==> src/rtl/text_writer.sv <==
// text_writer: write-side engine for the 70x30 character text buffer.
// Consumes ASCII bytes over a valid/ready handshake and tracks a cursor.
// Interprets LF, CR, BS and FF control codes.
// Drives the write port of the text RAM (address = row*COLS + col).
module text_writer #(
  parameter int COLS   = 70,
  parameter int ROWS   = 30,
  parameter int ADDR_W = 12
) (
  input  logic              CLOCK_50,
  input  logic              clrn,
  input  logic              char_valid,
  input  logic [7:0]        char_data,
  output logic              char_ready,
  output logic [ADDR_W-1:0] wraddress,
  output logic [7:0]        data,
  output logic              wren,
  output logic [4:0]        cur_row,
  output logic [6:0]        cur_col,
  output logic              busy
);

  localparam logic [ADDR_W-1:0] COLS_A    = ADDR_W'(COLS);
  localparam logic [ADDR_W-1:0] LAST_ADDR = ADDR_W'(COLS*ROWS-1);
  localparam logic [ADDR_W-1:0] LINE_LAST = ADDR_W'(COLS-1);
  localparam logic [6:0]        LAST_COL  = 7'(COLS-1);
  localparam logic [4:0]        LAST_ROW  = 5'(ROWS-1);

  localparam logic [7:0] CH_BS = 8'h08;
  localparam logic [7:0] CH_LF = 8'h0A;
  localparam logic [7:0] CH_FF = 8'h0C;
  localparam logic [7:0] CH_CR = 8'h0D;

  typedef enum logic [1:0] {
    S_IDLE       = 2'd0,
    S_WRITE      = 2'd1,
    S_CLR_LINE   = 2'd2,
    S_CLR_SCREEN = 2'd3
  } state_e;

  state_e              state_q, state_d;
  logic [4:0]          row_q, row_d;
  logic [6:0]          col_q, col_d;
  logic                adv_pend_q, adv_pend_d;   // line advance owed after WRITE
  logic [ADDR_W-1:0]   clr_cnt_q, clr_cnt_d;
  logic                clr_last_q, clr_last_d;   // last clear write has been issued
  logic                wren_q, wren_d;
  logic [ADDR_W-1:0]   addr_q, addr_d;
  logic [7:0]          data_q, data_d;
  logic                ready_q, ready_d;
  logic                busy_q, busy_d;

  logic                accept_s;
  logic                printable_s;
  logic [ADDR_W-1:0]   cur_addr_s;
  logic [ADDR_W-1:0]   row_base_s;
  logic [4:0]          next_row_s;

  assign accept_s    = char_valid && ready_q;
  assign printable_s = (char_data >= 8'h20) && (char_data <= 8'h7E);
  assign row_base_s  = ADDR_W'(row_q) * COLS_A;
  assign cur_addr_s  = row_base_s + ADDR_W'(col_q);
  assign next_row_s  = (row_q == LAST_ROW) ? 5'd0 : row_q + 5'd1;

  // State register; reset starts a full screen clear.
  always_ff @(posedge CLOCK_50 or negedge clrn) begin
    if (!clrn) begin
      state_q <= S_CLR_SCREEN;
    end else begin
      state_q <= state_d;
    end
  end

  // Next-state selection.
  always_comb begin
    state_d = state_q;
    case (state_q)
      S_IDLE: begin
        if (accept_s) begin
          if (printable_s) begin
            state_d = S_WRITE;
          end else if (char_data == CH_LF) begin
            state_d = S_CLR_LINE;
          end else if (char_data == CH_BS) begin
            state_d = (col_q != 7'd0) ? S_WRITE : S_IDLE;
          end else if (char_data == CH_FF) begin
            state_d = S_CLR_SCREEN;
          end else begin
            state_d = S_IDLE;
          end
        end else begin
          state_d = S_IDLE;
        end
      end
      S_WRITE: begin
        state_d = adv_pend_q ? S_CLR_LINE : S_IDLE;
      end
      S_CLR_LINE: begin
        state_d = clr_last_q ? S_IDLE : S_CLR_LINE;
      end
      S_CLR_SCREEN: begin
        state_d = clr_last_q ? S_IDLE : S_CLR_SCREEN;
      end
      default: begin
        state_d = S_IDLE;
      end
    endcase
  end

  // Next values for cursor, clear counter and the registered RAM write port.
  always_comb begin
    row_d      = row_q;
    col_d      = col_q;
    adv_pend_d = adv_pend_q;
    clr_cnt_d  = clr_cnt_q;
    clr_last_d = 1'b0;
    wren_d     = 1'b0;
    addr_d     = addr_q;
    data_d     = data_q;
    case (state_q)
      S_IDLE: begin
        if (accept_s) begin
          if (printable_s) begin
            wren_d = 1'b1;
            addr_d = cur_addr_s;
            data_d = char_data;
            if (col_q < LAST_COL) begin
              col_d      = col_q + 7'd1;
              adv_pend_d = 1'b0;
            end else begin
              col_d      = 7'd0;
              row_d      = next_row_s;
              adv_pend_d = 1'b1;
            end
          end else if (char_data == CH_LF) begin
            col_d     = 7'd0;
            row_d     = next_row_s;
            clr_cnt_d = '0;
          end else if (char_data == CH_CR) begin
            col_d = 7'd0;
          end else if (char_data == CH_BS) begin
            if (col_q != 7'd0) begin
              col_d      = col_q - 7'd1;
              wren_d     = 1'b1;
              addr_d     = cur_addr_s - ADDR_W'(1);
              data_d     = 8'h00;
              adv_pend_d = 1'b0;
            end else begin
              col_d = col_q;
            end
          end else if (char_data == CH_FF) begin
            clr_cnt_d = '0;
          end else begin
            col_d = col_q;
          end
        end else begin
          col_d = col_q;
        end
      end
      S_WRITE: begin
        adv_pend_d = 1'b0;
        clr_cnt_d  = '0;
      end
      S_CLR_LINE: begin
        if (!clr_last_q) begin
          wren_d     = 1'b1;
          addr_d     = row_base_s + clr_cnt_q;
          data_d     = 8'h00;
          clr_last_d = (clr_cnt_q == LINE_LAST);
          clr_cnt_d  = (clr_cnt_q == LINE_LAST) ? clr_cnt_q : clr_cnt_q + ADDR_W'(1);
        end else begin
          clr_cnt_d = '0;
        end
      end
      S_CLR_SCREEN: begin
        if (!clr_last_q) begin
          wren_d     = 1'b1;
          addr_d     = clr_cnt_q;
          data_d     = 8'h00;
          clr_last_d = (clr_cnt_q == LAST_ADDR);
          clr_cnt_d  = (clr_cnt_q == LAST_ADDR) ? clr_cnt_q : clr_cnt_q + ADDR_W'(1);
        end else begin
          clr_cnt_d = '0;
          row_d     = 5'd0;
          col_d     = 7'd0;
        end
      end
      default: begin
        clr_cnt_d = '0;
      end
    endcase
    ready_d = (state_d == S_IDLE);
    busy_d  = (state_d != S_IDLE);
  end

  // Datapath and output registers.
  always_ff @(posedge CLOCK_50 or negedge clrn) begin
    if (!clrn) begin
      row_q      <= 5'd0;
      col_q      <= 7'd0;
      adv_pend_q <= 1'b0;
      clr_cnt_q  <= '0;
      clr_last_q <= 1'b0;
      wren_q     <= 1'b0;
      addr_q     <= '0;
      data_q     <= 8'h00;
      ready_q    <= 1'b0;
      busy_q     <= 1'b1;
    end else begin
      row_q      <= row_d;
      col_q      <= col_d;
      adv_pend_q <= adv_pend_d;
      clr_cnt_q  <= clr_cnt_d;
      clr_last_q <= clr_last_d;
      wren_q     <= wren_d;
      addr_q     <= addr_d;
      data_q     <= data_d;
      ready_q    <= ready_d;
      busy_q     <= busy_d;
    end
  end

  assign char_ready = ready_q;
  assign wraddress  = addr_q;
  assign data       = data_q;
  assign wren       = wren_q;
  assign cur_row    = row_q;
  assign cur_col    = col_q;
  assign busy       = busy_q;

endmodule

==> config.mk <==
export PLATFORM = sky130hd
export DESIGN_NAME = text_writer
export DESIGN_NICKNAME = d
export VERILOG_FILES = /design/src/rtl/text_writer.sv
export SDC_FILE = /design/constraint.sdc
export NUM_CORES = 1
export LEC_CHECK = 0
export ABC_AREA = 1
export BUFFER_PORTS_ARGS = -buffer_cell sky130_fd_sc_hd__buf_2
export CORE_UTILIZATION = 46
export CTS_CLUSTER_DIAMETER = 100
export DETAILED_ROUTE_END_ITERATION = 6
export PLACE_DENSITY = 0.65
export SYNTH_ARGS = -nofsm -noshare
export SYNTH_HDL_FRONTEND = slang
export SYNTH_SLANG_ARGS = --single-unit
export TNS_END_PERCENT = 1
==> constraint.sdc <==
create_clock -name CLOCK_50 -period 3.5 [get_ports CLOCK_50]
set_input_delay 0.35 -clock CLOCK_50 [delete_from_list [all_inputs] [get_ports CLOCK_50]]
set_output_delay 0.35 -clock CLOCK_50 [all_outputs]
set_load 0.05 [all_outputs]
==> results of run 1 <==
[routing by layer]
metal | up-vias | GRT usage, % | part of all wire (%)
met5 | - | 0 | 0
met4 | 0 | 5.91 | 1.5
met3 | 12 | 2.70 | 3.4
met2 | 95 | 43.6 | 48
met1 | 2012 | 32.9 | 47
li1 | 2183 | - | -
[cell usage in the layout (no fill, tap or decap), drive strengths merged, types with 3 or more instances in the layout]
cell | synthesis | final
nand4 | 8 | 8
xnor2 | 3 | 3
dfrtp | 48 | 48
inv | 78 | 79
a31oi | 6 | 6
nand2 | 157 | 157
dfstp | 3 | 3
xor2 | 22 | 22
o32ai | 4 | 4
a21oi | 38 | 38
clkinv | 3 | 4
ha | 36 | 36
buf | 6 | 59
nand3b | 6 | 6
o22ai | 12 | 12
nor4 | 4 | 4
nor3 | 14 | 14
clkbuf | 2 | 5
o21ai | 32 | 32
nand3 | 57 | 57
fa | 3 | 3
nor2 | 57 | 57
[area by class of cell]
class	count	area share (%)
multi-input cells	476	58.1
flip-flops and latches	51	24.7
repair buffers	59	6.36
inverters	81	5.88
well taps	129	3.11
clock buffers	5	1.33
clock inverters	3	0.530
[path summary, 6_finish.rpt]
check | startpoint | end | slack (ps) | cells after the start
hold reg to reg | data[5] | data[5] | 490 | 2
hold / removal | clrn | wraddress[5] | 130 | 1
min in group CLOCK_50 | char_data[5] | data[5] | 290 | 3
setup reg to reg | cur_row[3] | wraddress[8] | 180 | 21
setup / recovery | cur_row[3] | wraddress[8] | 180 | 21
max in group asynchronous | clrn | clr_cnt_q[5] | 2610 | 2
[what timing repair did]
item | 4_1_cts | 5_1_grt
cloned | 0 | 0
gates resized for setup | 1 | 30
setup endpoints to repair | 1 | 4
buffers inserted | 0 | 2
pin swaps | 0 | 5
[Yosys cell counts, drive strengths merged (4+ instances only)]
master,number,share of area (%)
nand2,157,14
inv,78,6.5
nand3,57,6.9
nor2,57,5.8
dfrtp,48,27
a21oi,38,4.5
ha,36,10
o21ai,32,4.0
xor2,22,4.3
nor3,14,1.6
o22ai,12,1.7
nand4,8,1.4
a31oi,6,0.83
buf,6,1.2
nand3b,6,1.0
nor4,4,0.56
o32ai,4,1.4
[power by group]
| part | switching (mW) | internal [mW] | leakage (nW) |
|---|---|---|---|
| combinational | 0.0333 | 0.0126 | 1.82 |
| sequential | 0 | 0.589 | 0.599 |
| clock | 0.232 | 0.148 | 0.0463 |
| total | 0.266 | 0.749 | 2.47 |
[kinds of logic (layout without fill, tap and decap cells)]
logic type | after synthesis | after routing
AOI/OAI and AO/OA | 104 | 104
xor gates and xnor gates | 25 | 25
adders and majority gates | 39 | 39
buffers and inverters | 89 | 148
DFF | 51 | 51
and+or+nand+nor | 308 | 308
[sequential cells by signal, indices dropped and copies added, names as in the netlist]
name	count
clr_cnt_q	12
wraddress	12
data	8
cur_col	7
cur_row	5
state_q	2
adv_pend_q	1
busy	1
char_ready	1
clr_last_q	1
wren	1
[metrics by stage]
step,instances,power [mW]
final,804,1.01
after CTS,802,1.03
after detailed placement,794,0.647
after global routing,804,1.05
after floorplan,616,0.621
after global placement,794,0.646
==> tab_implementation.tex, run 1 <==
\begin{tabular}{lr}
\hline
Metric & Value \\
\hline
\multicolumn{2}{l}{\textbf{Synthesis}} \\
Mapped Nets & 666 \\
Portion of the post-synthesis area used by sequential elements & between 20 and 30\% \\
Simple-gate area share of the yosys netlist & about a third \\
Combinational family with the most area after synthesis & simple AND/OR/NAND/NOR gates \\
Synth Area per Inst & 7.31 µm² \\
Flip-flop cell with the highest count after synthesis & sky130\_fd\_sc\_hd\_\_dfrtp\_1 \\
Xor and xnor fraction of the mapped netlist area & 4.86\% \\
Synth cell types & 48 \\
Post-Synth Adder-Cell Area & 11.3\% \\
Compound-gate portion of the synthesized area & 14.7\% \\
Warning count from the yosys run & 0 \\
Mux cell area share after synthesis & 0\% \\
Number of cells produced by synthesis & 616 \\
Cell area after synthesis & about 0.0045 mm² \\
Number of synthesized flops with an enable pin & 0 \\
Flip-flop and latch count after synthesis & 51 \\
Proportion of register bits with asynchronous set or reset after synthesis & 100\% \\
\multicolumn{2}{l}{\textbf{Floorplan}} \\
Die width & between 100 and 150 µm \\
Full die area & 0.0102 mm² \\
Core Rows & 35 \\
Core Box Area & 0.00937 mm² \\
Starting utilization of the core area & 48.0\% \\
Height of the chip & between 100 and 150 µm \\
Io pins & 46 \\
\multicolumn{2}{l}{\textbf{Timing}} \\
Setup skew after layout & 8.08 ps \\
Tightest slew margin relative to the limit & between 40\% and 50\% \\
Final worst path period share & 94.9\% \\
Worst hold margin & 129 ps \\
Achievable frequency & 301 MHz \\
Final Hold Viols & 0 \\
Clock period minus worst slack & 3320 ps \\
Fin worst setup slack & 178 ps \\
Number of slew-limit violations in the final report & 0 \\
Setup violations, final & 0 \\
Final total negative setup slack & 0 ps \\
Slew of the pin with the lowest slew margin & 849 ps \\
\multicolumn{2}{l}{\textbf{Worst setup path}} \\
Most frequent CP cell & sky130\_fd\_sc\_hd\_\_nand2\_1 \\
Crit path max fanout & 8 \\
Data required time at the worst endpoint & 3700 ps \\
Worst-path cell with the longest stage delay & sky130\_fd\_sc\_hd\_\_dfrtp\_2 \\
Critical Setup Path Class & flip-flop to flip-flop \\
Worst setup SP type & flip-flop \\
Sort of element at the end of the critical path & flip-flop \\
Crit path buf inv count & 5 \\
Biggest cell delay along the critical path & roughly 420 ps \\
Critical path arrival & 3520 ps \\
Cell class contributing the biggest share of worst-path delay & adder cells \\
Critical Path, Cell by Cell & buf\_4 > ha\_2 > ha\_1 > ha\_4 > nand3\_1 > nand2\_2 > xor2\_2 > inv\_2 > ha\_4 > nand2\_1 > inv\_1 > nand2\_1 > nand2\_1 > nand2\_2 > nand2\_2 > nand3b\_1 > buf\_4 > nand2\_1 > inv\_1 > o21ai\_0 > a21oi\_1 \\
\multicolumn{2}{l}{\textbf{Cells and area}} \\
\# diodes & 0 \\
Post-route core utilization & 55.4\% \\
Flip-flop and latch area & approximately 0.0013 mm² \\
Post-route cell area & 0.00519 mm² \\
Ratio of cells with drive above 1 in the final layout & 23.0\% \\
Number of filler instances in the final layout & 960 \\
Multi-input gate area in the final layout & 0.00302 mm² \\
\# nets final & roughly 720 \\
Area growth from synthesis to layout & 15.3\% \\
\multicolumn{2}{l}{\textbf{CTS}} \\
Clock latency on the worst-skew pair & 310 ps \\
Number of hold buffers added after cts & 0 \\
Clock transition at the register clock pins on the worst setup and hold paths after CTS & between 100 and 150 ps \\
Clock H-tree levels & 2 \\
Clock Sink Count & 51 \\
Cell at the root of the clock tree & sky130\_fd\_sc\_hd\_\_clkbuf\_8 \\
Worst-case clock buffer depth & 2 \\
Number of buffers created by CTS & 5 \\
TritonCTS clock tree & yes \\
\multicolumn{2}{l}{\textbf{Power and ir drop}} \\
Pwr per Cell Area & a little under 200 mW/mm² \\
Total leakage power & 2.47 nW \\
Maximum resistive drop on vdd & 169 µV \\
\multicolumn{2}{l}{\textbf{Min path}} \\
Class of the tightest hold or removal check & input port to async pin \\
\multicolumn{2}{l}{\textbf{Drt}} \\
Detail Route Antenna Nets & 0 \\
WL final & 12,000 µm \\
Drt wl/cell & 14.9 µm \\
Number of detailed-route iterations in the first pass & 4 \\
Starting DRC count in detailed routing & 298 \\
Vias after detailed routing & 4,302 \\
Vias per cell & 5.35 \\
Number of design rule violations left after detail routing & 0 \\
\multicolumn{2}{l}{\textbf{GRT}} \\
Number of global-route vias before repair & between 4,000 and 5,000 \\
Largest net degree at the start of global routing & 35 \\
Final global-route overflow total & 0 \\
Number of antenna violations at the first check in global routing & 0 \\
Global Route Usage Sum & 24.9\% \\
Wire length of the first global-routing pass & 19,900 µm \\
\multicolumn{2}{l}{\textbf{Run status}} \\
Result of the run & complete, no violations \\
\multicolumn{2}{l}{\textbf{Placed design}} \\
Total cell area at the placement stage & slightly below 0.005 mm² \\
Worst setup timing slack at the placement stage & 19.6 ps \\
RePlAce Congestion & around 0.9 \\
Port buffer count & 45 \\
Half-perimeter wire length after detailed placement & 9360 µm \\
\multicolumn{2}{l}{\textbf{Flow run}} \\
Max cap viols & 0 \\
\hline
\end{tabular}
(Power assumes the default switching activity.)
==> run 2: changes to the inputs <==
--- a/config.mk
+++ b/config.mk
@@ -10,7 +10,7 @@
 export CORE_UTILIZATION = 46
 export CTS_CLUSTER_DIAMETER = 100
 export DETAILED_ROUTE_END_ITERATION = 6
-export PLACE_DENSITY = 0.65
+export PLACE_DENSITY_LB_ADDON = 0.12
 export SYNTH_ARGS = -nofsm -noshare
 export SYNTH_HDL_FRONTEND = slang
 export SYNTH_SLANG_ARGS = --single-unit
==> run 2 against run 1 <==
Compared with the run above: power rose by 14%; highest routed layer unchanged; register-to-register slack gained 20 ps; utilization up 1.1 points; global-route usage increased by 0.49 points; die area is the same; clock skew down 0.95 ps; setup slack better by 18 ps; fmax grew 0.53%; sequential share of layout area decreased by 0.49 points; combinational power is 1% lower; routed wire length increased by 3.5%; non-clock buffer count is 3 higher.
==> tab_implementation.tex, run 2 (synthesized netlist as in run 1, its figures left out) <==
\begin{tabular}{lr}
\hline
Metric & Value \\
\hline
\multicolumn{2}{l}{\textbf{Run status}} \\
Result of the run & complete, no violations \\
\multicolumn{2}{l}{\textbf{Power and ir drop}} \\
Total power draw & 1.15 mW \\
Maximum resistive drop on vdd & 163 µV \\
Sequential share of power & 51.1\% \\
Portion of total power attributed to combinational logic & 3.9\% \\
Switch share & around 23\% \\
Internal power of the cells & approximately 0.9 mW \\
Pwr per Cell Area & 218 mW/mm² \\
Clock share of power & 45.0\% \\
Total leakage power & 2.51 nW \\
Switching power & 0.261 mW \\
\multicolumn{2}{l}{\textbf{Timing}} \\
RSZ-0062 raised after global routing & yes \\
Tightest slew margin relative to the limit & 59.3\% \\
Clock period minus worst slack & $\sim$3300 ps \\
Final Hold Viols & 0 \\
Slew of the pin with the lowest slew margin & 611 ps \\
Final worst path period share & between 90\% and 100\% \\
Number of slew-limit violations in the final report & 0 \\
Achievable frequency & slightly above 300 MHz \\
Setup violations, final & 0 \\
Setup skew after layout & 7.13 ps \\
\multicolumn{2}{l}{\textbf{Worst setup path}} \\
Sort of element at the end of the critical path & flip-flop \\
Register-to-Register Setup Slack & around 200 ps \\
Startpoint of the worst-slack reg-to-reg timing path & cur\_row[3] \\
Critical path arrival & around 3500 ps \\
Crit path max fanout & 4 \\
Data required time at the worst endpoint & 3710 ps \\
Critical Setup Path Class & flip-flop to flip-flop \\
Worst setup SP type & flip-flop \\
Capture instance of the worst register-to-register path & wraddress[8] \\
Number of cells on the worst reg-to-reg path & 21 \\
\multicolumn{2}{l}{\textbf{GRT}} \\
Final global-route overflow total & 0 \\
Global route hottest layer & met2 \\
Wire length of the first global-routing pass & between 20,000 and 25,000 µm \\
Number of global-route vias before repair & 4,112 \\
Global Route Usage Sum & about a quarter \\
GRT met3 Usage & 3.05\% \\
Largest net degree at the start of global routing & 29 \\
Met2 demand-to-capacity share in global routing & 42.5\% \\
Met1 track utilization from global routing & 34.8\% \\
Number of antenna violations at the first check in global routing & 0 \\
\multicolumn{2}{l}{\textbf{Cells and area}} \\
Post-route insts no fill & 807 \\
Area growth from synthesis to layout & 17.6\% \\
\# nets final & 727 \\
Commonest cells after routing, fill and taps aside & sky130\_fd\_sc\_hd\_\_nand2\_1, sky130\_fd\_sc\_hd\_\_inv\_1, sky130\_fd\_sc\_hd\_\_nand3\_1 \\
Most common library cell in the layout ignoring fill and taps & sky130\_fd\_sc\_hd\_\_nand2\_1 \\
\# diodes & 0 \\
Ratio of cells with drive above 1 in the final layout & 24.5\% \\
\multicolumn{2}{l}{\textbf{Placed design}} \\
Half-perimeter wire length after detailed placement & 9440 µm \\
Port buffer count & 45 \\
RePlAce Congestion & 0.896 \\
\# placed instances & 794 \\
\multicolumn{2}{l}{\textbf{CTS}} \\
Cell at the root of the clock tree & sky130\_fd\_sc\_hd\_\_clkbuf\_8 \\
Clock transition at the register clock pins on the worst setup and hold paths after CTS & 110 ps \\
Clock Sink Count & just over 50 \\
Worst-case clock buffer depth & 2 \\
Clock H-tree levels & 2 \\
TritonCTS clock tree & yes \\
Number of buffers created by CTS & 5 \\
Clock latency on the worst-skew pair & 320 ps \\
\multicolumn{2}{l}{\textbf{Drt}} \\
Vias per cell & 5.37 \\
WL final & between 10,000 and 15,000 µm \\
Drt wl/cell & 15.4 µm \\
Number of detailed-route iterations in the first pass & 5 \\
Starting DRC count in detailed routing & 287 \\
Vias after detailed routing & 4,336 \\
Detail Route Antenna Nets & 0 \\
Number of design rule violations left after detail routing & 0 \\
\multicolumn{2}{l}{\textbf{Floorplan}} \\
Height of the chip & $\sim$100 µm \\
Die width & 101 µm \\
Io pins & 46 \\
Starting utilization of the core area & roughly half \\
Core Rows & 35 \\
Full die area & 0.0102 mm² \\
Core Box Area & 0.00937 mm² \\
\multicolumn{2}{l}{\textbf{Min path}} \\
Class of the tightest hold or removal check & input port to async pin \\
\multicolumn{2}{l}{\textbf{Flow run}} \\
Max cap viols & 0 \\
\hline
\end{tabular}
run 2: area by class of cell:
cell class              instances  area [µm²]
repair buffers                 62         353
fillers                       947        4080
clock inverters                 3        71.3
flip-flops and latches         51        1280
inverters                      81         305
well taps                     129         161
multi-input cells             476        3050
clock buffers                   5        68.8
run 2: critical path, stage by stage (launching register included):
cell and delay [ps]:
sky130_fd_sc_hd__dfrtp_2 430, sky130_fd_sc_hd__inv_2 80, sky130_fd_sc_hd__ha_4 200, sky130_fd_sc_hd__inv_2 60
sky130_fd_sc_hd__ha_4 120, sky130_fd_sc_hd__inv_1 50, sky130_fd_sc_hd__fa_2 590, sky130_fd_sc_hd__xor2_1 190
sky130_fd_sc_hd__inv_2 90, sky130_fd_sc_hd__ha_4 290, sky130_fd_sc_hd__nand2_1 50, sky130_fd_sc_hd__inv_1 50
sky130_fd_sc_hd__nand2_1 70, sky130_fd_sc_hd__nand2_1 80, sky130_fd_sc_hd__nand2_2 80, sky130_fd_sc_hd__nand2_2 80
sky130_fd_sc_hd__nand3b_1 130, sky130_fd_sc_hd__buf_4 160, sky130_fd_sc_hd__nand2_1 40, sky130_fd_sc_hd__inv_1 40
sky130_fd_sc_hd__o21ai_0 190, sky130_fd_sc_hd__a21oi_1 100
run 2: worst max-delay path by stage:
stage,startpoint,endpoint,cells after the start
global placement,cur_row[3],wraddress[10],26
floorplan,cur_row[3],wraddress[10],26
detailed placement,cur_row[3],wraddress[10],26
global route,cur_row[3],wraddress[10],26
CTS,cur_row[3],wraddress[10],26
finish,cur_row[3],wraddress[8],21
run 2: stage by stage:
stage,TNS (ps),instance area [µm²],utilization (%),hold slack [ps],setup slack [ps]
final,0,5300,56.5,25.8,196
after global routing,-47.2,5300,56.5,69.1,-24.0
after global placement,0,4920,52.5,387,145
after floorplan,0,4500,-,54.4,31.1
after CTS,0,5060,54.0,46.2,0.294
after detailed placement,0,4920,52.5,396,31.0
run 2: metal layers:
| layer | share of wire [%] | vias up | wire length, µm |
|---|---|---|---|
| met5 | 0 | - | 0 |
| met4 | 1.4 | 0 | 169 |
| met3 | 4.1 | 15 | 514 |
| met2 | 48 | 111 | 5890 |
| met1 | 47 | 2028 | 5820 |
| li1 | - | 2182 | - |
run 2: repair_timing:
item,in CTS,in global routing
endpoints found under the setup margin,0,5
hold buffers,0,0
resized for setup,0,42
buffers inserted,0,5
run 2: power groups by stage:
stage	logic (mW)	registers [mW]	clock network [mW]
5_1_grt	0.0524	0.589	0.551
2_1_floorplan	0.0202	0.601	0
4_1_cts	0.0466	0.589	0.529
3_3_place_gp	0.0461	0.600	0
6_report	0.0454	0.589	0.519
3_5_place_dp	0.0467	0.600	0
